`config.mk`:
```
export PLATFORM = sky130hd
export DESIGN_NAME = operand_loader_l
export DESIGN_NICKNAME = d
export VERILOG_FILES = /design/src/rtl/operand_loader_l.sv
export SDC_FILE = /design/constraint.sdc
export NUM_CORES = 1
export LEC_CHECK = 0
export ABC_AREA = 1
export ABC_CLOCK_PERIOD_IN_PS = 2700
export CAP_MARGIN = 40
export CORE_UTILIZATION = 35
export CTS_BUF_LIST = sky130_fd_sc_hd__clkbuf_16
export DETAILED_ROUTE_END_ITERATION = 12
export GPL_ROUTABILITY_DRIVEN = 1
export PLACE_DENSITY_LB_ADDON = 0.05
export SETUP_SLACK_MARGIN = 0.15
export SYNTH_ARGS = -nofsm -noshare
export SYNTH_HDL_FRONTEND = slang
export SYNTH_SLANG_ARGS = --single-unit
```
`constraint.sdc`:
```
create_clock -name clk -period 2.7 [get_ports clk]
set_input_delay 0.675 -clock clk [delete_from_list [all_inputs] [get_ports clk]]
set_output_delay 0.675 -clock clk [all_outputs]
set_load 0.03 [all_outputs]
```
`src/rtl/operand_loader_l.sv`:
```
// Byte-serial frame loader feeding the 32-bit logic unit: collects opcode, a and b,
// then holds them as one operation until the consumer acknowledges.
module operand_loader_l #(
  parameter int WIDTH = 32,
  parameter int CNT_W = 8
) (
  input  logic             clk,
  input  logic             rst,
  input  logic [7:0]       in_data,
  input  logic             in_valid,
  output logic             in_ready,
  output logic [WIDTH-1:0] a,
  output logic [WIDTH-1:0] b,
  output logic [1:0]       f1f0,
  output logic             op_valid,
  input  logic             op_ack,
  output logic             err,
  output logic [CNT_W-1:0] op_cnt
);

  localparam int NB   = WIDTH / 8;
  localparam int BC_W = $clog2(2 * NB + 1);

  localparam logic [2:0] S_IDLE    = 3'd0;
  localparam logic [2:0] S_LOAD_A  = 3'd1;
  localparam logic [2:0] S_LOAD_B  = 3'd2;
  localparam logic [2:0] S_ISSUE   = 3'd3;
  localparam logic [2:0] S_DISCARD = 3'd4;

  localparam logic [BC_W-1:0] LAST_OPND = BC_W'(NB - 1);
  localparam logic [BC_W-1:0] LAST_DISC = BC_W'(2 * NB - 1);

  logic [2:0]       state_q, state_d;
  logic [BC_W-1:0]  bcnt_q, bcnt_d;
  logic [WIDTH-1:0] a_q, a_d, b_q, b_d;
  logic [1:0]       f_q, f_d;
  logic             valid_q, valid_d;
  logic             err_q, err_d;
  logic [CNT_W-1:0] cnt_q, cnt_d;
  logic             take;

  // Ready depends on state alone so it never combinationally follows in_valid.
  assign in_ready = (state_q != S_ISSUE);
  assign take     = in_valid && in_ready;

  always_comb begin
    state_d = state_q;
    bcnt_d  = bcnt_q;
    a_d     = a_q;
    b_d     = b_q;
    f_d     = f_q;
    valid_d = valid_q;
    err_d   = 1'b0;
    cnt_d   = cnt_q;
    case (state_q)
      S_IDLE: begin
        if (take) begin
          bcnt_d = '0;
          if (in_data[7:2] == 6'd0 && in_data[1:0] != 2'b00) begin
            f_d     = in_data[1:0];
            state_d = S_LOAD_A;
          end else begin
            state_d = S_DISCARD;
          end
        end
      end
      S_LOAD_A: begin
        if (take) begin
          for (int i = 0; i < NB; i++) begin
            if (bcnt_q == BC_W'(i)) a_d[8*i +: 8] = in_data;
          end
          if (bcnt_q == LAST_OPND) begin
            bcnt_d  = '0;
            state_d = S_LOAD_B;
          end else begin
            bcnt_d = bcnt_q + 1'b1;
          end
        end
      end
      S_LOAD_B: begin
        if (take) begin
          for (int i = 0; i < NB; i++) begin
            if (bcnt_q == BC_W'(i)) b_d[8*i +: 8] = in_data;
          end
          if (bcnt_q == LAST_OPND) begin
            bcnt_d  = '0;
            valid_d = 1'b1;
            state_d = S_ISSUE;
          end else begin
            bcnt_d = bcnt_q + 1'b1;
          end
        end
      end
      S_ISSUE: begin
        if (op_ack) begin
          valid_d = 1'b0;
          cnt_d   = cnt_q + 1'b1;
          state_d = S_IDLE;
        end
      end
      S_DISCARD: begin
        // Bad opcode: swallow the operand bytes so the stream stays frame-aligned.
        if (take) begin
          if (bcnt_q == LAST_DISC) begin
            bcnt_d  = '0;
            err_d   = 1'b1;
            state_d = S_IDLE;
          end else begin
            bcnt_d = bcnt_q + 1'b1;
          end
        end
      end
      default: begin
        state_d = S_IDLE;
        bcnt_d  = '0;
        valid_d = 1'b0;
      end
    endcase
  end

  always_ff @(posedge clk or posedge rst) begin
    if (rst) begin
      state_q <= S_IDLE;
      bcnt_q  <= '0;
      a_q     <= '0;
      b_q     <= '0;
      f_q     <= 2'b01;
      valid_q <= 1'b0;
      err_q   <= 1'b0;
      cnt_q   <= '0;
    end else begin
      state_q <= state_d;
      bcnt_q  <= bcnt_d;
      a_q     <= a_d;
      b_q     <= b_d;
      f_q     <= f_d;
      valid_q <= valid_d;
      err_q   <= err_d;
      cnt_q   <= cnt_d;
    end
  end

  assign a        = a_q;
  assign b        = b_q;
  assign f1f0     = f_q;
  assign op_valid = valid_q;
  assign err      = err_q;
  assign op_cnt   = cnt_q;

endmodule
```
==> metrics.txt <==
outcome finished clean; Synth Warn # 0; final setup fails 0; max cap viols 0; Starting Density 36.4%; Synth Register Bits 83; clk buf depth 2; drt drc 0; largest net degree at the start of global routing 33; share of cells above drive strength 1 8.50%; hold crit path type reg2reg; cell count after synthesis 438; Detailed Routing Iterations Pass 1 4; Mapped Area 3770 µm²; crit path time final 2.40 ns; vias 3064; IR drop worst, VDD 0.393 mV; global placement routability congestion 0.829; TritonCTS clock tree built; crit-path max FO 7; Core ar. 10400 µm²; final net count 553; RSZ-0062 raised after global routing false; vias in the first global route 3017; die height 106 µm; design area 5130 µm²; Total GRT Usage 18.6%; Fin Setup TNS 0 ns; placed cell areas 4860 µm²; fill count 1017; Slew HR 58.2%; Worst-path clk slew 0.06 ns; First DRT Iteration DRCs 176; post_cts resized 0; final hold vios 0; drt total wl 9.52 mm; worst skew pair latency 0.34 ns; Critical Path RT 2.03 ns; TritonCTS Buffers 9; DR vias/cell 4.53; Slew @ Worst Pin 0.625 ns; CTS root buf clkbuf_16; syn_nets 455; Cell variety after synth 31; I/O Buffers 88; PnR Total Power 4.72 mW; Crit. End Element output pin; commonest cells after routing, fill and taps aside 123 x nand2_1, 88 x clkdlybuf4s50_1, 82 x dfrtp_1; Area Overhead vs Synth 36.0%; kind of critical path reg2out; mean routed wirelength per cell 14.1 µm; Die Wd 106 µm; Mean Syn Cell Area 8.61 µm²; Clock Skew 0.00897 ns; DP HPWL 6.78 mm; CP arrival 1.73 ns; antenna violations before repair 0; Hold Buf Count CTS 0; num rows 37; Final ANT Viol Nets 0; die area 11200 µm²; first-pass GRT wire length 15.8 mm; FMAX 0.416 GHz; commonest non-fill, non-tap cell in the layout nand2_1; Slew Limit Fails 0; leakage 2.47 nW; clock tree sinks 83; gr ovfl total 0; ANT cells 0; pwr dens 920 nW/µm²; H-tree lvl count 3; crit path launch type flip-flop; crit share post-route 89.0%; IO Pins 89; postcts setup bufs 0; sequential share of the synthesized area 55.1%
## worst max-delay path, cell delays in order (launching register included)
cell	delay [ns]
dfrtp_1	0.50
nand3_1	0.20
clkdlybuf4s50_1	0.69
## sequential cells by signal, indices dropped and copies added, names as in the netlist
signal	flops
state_q	3
op_valid	1
op_cnt	8
b	32
a	32
bcnt_q	4
f1f0	2
err	1
## layer usage
layer | GRT usage (%) | vias to the layer above | part of all wire [%]
li1 | - | 1564 | -
met1 | 26.0 | 1421 | 50
met2 | 27.7 | 68 | 43
met3 | 5.26 | 11 | 5.5
met4 | 5.95 | 0 | 1.3
met5 | 0 | - | 0
## cell type report
type	count	area (µm²)	share of cell area [%]
inverter	64	244	4.76
multi-input combinational	278	1370	26.7
clock buffer	9	225	4.39
timing repair buffer	100	996	19.4
clock inverter	7	43.8	0.854
tap	136	170	3.32
sequential	83	2080	40.5
## where the power goes
group	leakage (nW)	switching, mW	internal (mW)
Clock	0.123	0.510	0.618
Combinational	1.34	1.14	0.697
Sequential	1.01	0.208	1.55
## Yosys cell counts (all sizes together)
library cell | n | area share, %
nor2 | 37 | 4.0
xor2 | 4 | 0.93
and2 | 1 | 0.17
xnor2 | 2 | 0.46
nand3 | 22 | 3.4
clkbuf | 4 | 0.40
nor4 | 3 | 1.3
buf | 9 | 1.8
inv | 64 | 6.4
ha | 5 | 1.7
a21oi | 14 | 2.0
o21ai | 54 | 7.2
nand3b | 1 | 0.20
nand2 | 128 | 13
nor3 | 5 | 1.6
dfstp | 1 | 0.70
nand4 | 2 | 0.33
dfrtp | 82 | 54
## cells by family (layout without fill, tap and decap cells)
| logic type | Yosys count | after routing | share of synthesized area [%] |
|---|---|---|---|
| fa+ha+maj | 5 | 5 | 1.66 |
| flops | 83 | 83 | 55.1 |
| buf+inv | 77 | 180 | 8.56 |
| compound gates | 68 | 68 | 9.12 |
| simple gates | 199 | 199 | 24.2 |
| xor+xnor | 6 | 6 | 1.39 |
## stage by stage
step           hold WS [ns]  std cells  utilization [%]  setup slack [ns]
2_1_floorplan         0.504        438                -              1.06
3_3_place_gp          0.463        661             46.9             0.464
3_5_place_dp          0.471        661             46.9             0.408
4_1_cts               0.487        677             49.4             0.294
5_1_grt               0.509        677             49.4             0.241
6_report              0.477        677             49.4             0.296
## worst paths after layout
kind	start	to	slack, ns	cells after the start
max	state_q[0]$_DFFE_PP0P_	in_ready	0.30	2
min	b[30]$_DFFE_PP0P_	b[30]$_DFFE_PP0P_	0.48	2
max reg2reg	bcnt_q[0]$_DFFE_PP0P_	a[18]$_DFFE_PP0P_	1.01	6
min reg2reg	b[30]$_DFFE_PP0P_	b[30]$_DFFE_PP0P_	0.48	2
max in group asynchronous	rst	b[17]$_DFFE_PP0P_	1.38	3
min in group asynchronous	rst	a[24]$_DFFE_PP0P_	0.77	2
Note: power is estimated with default switching activity, not from simulation.
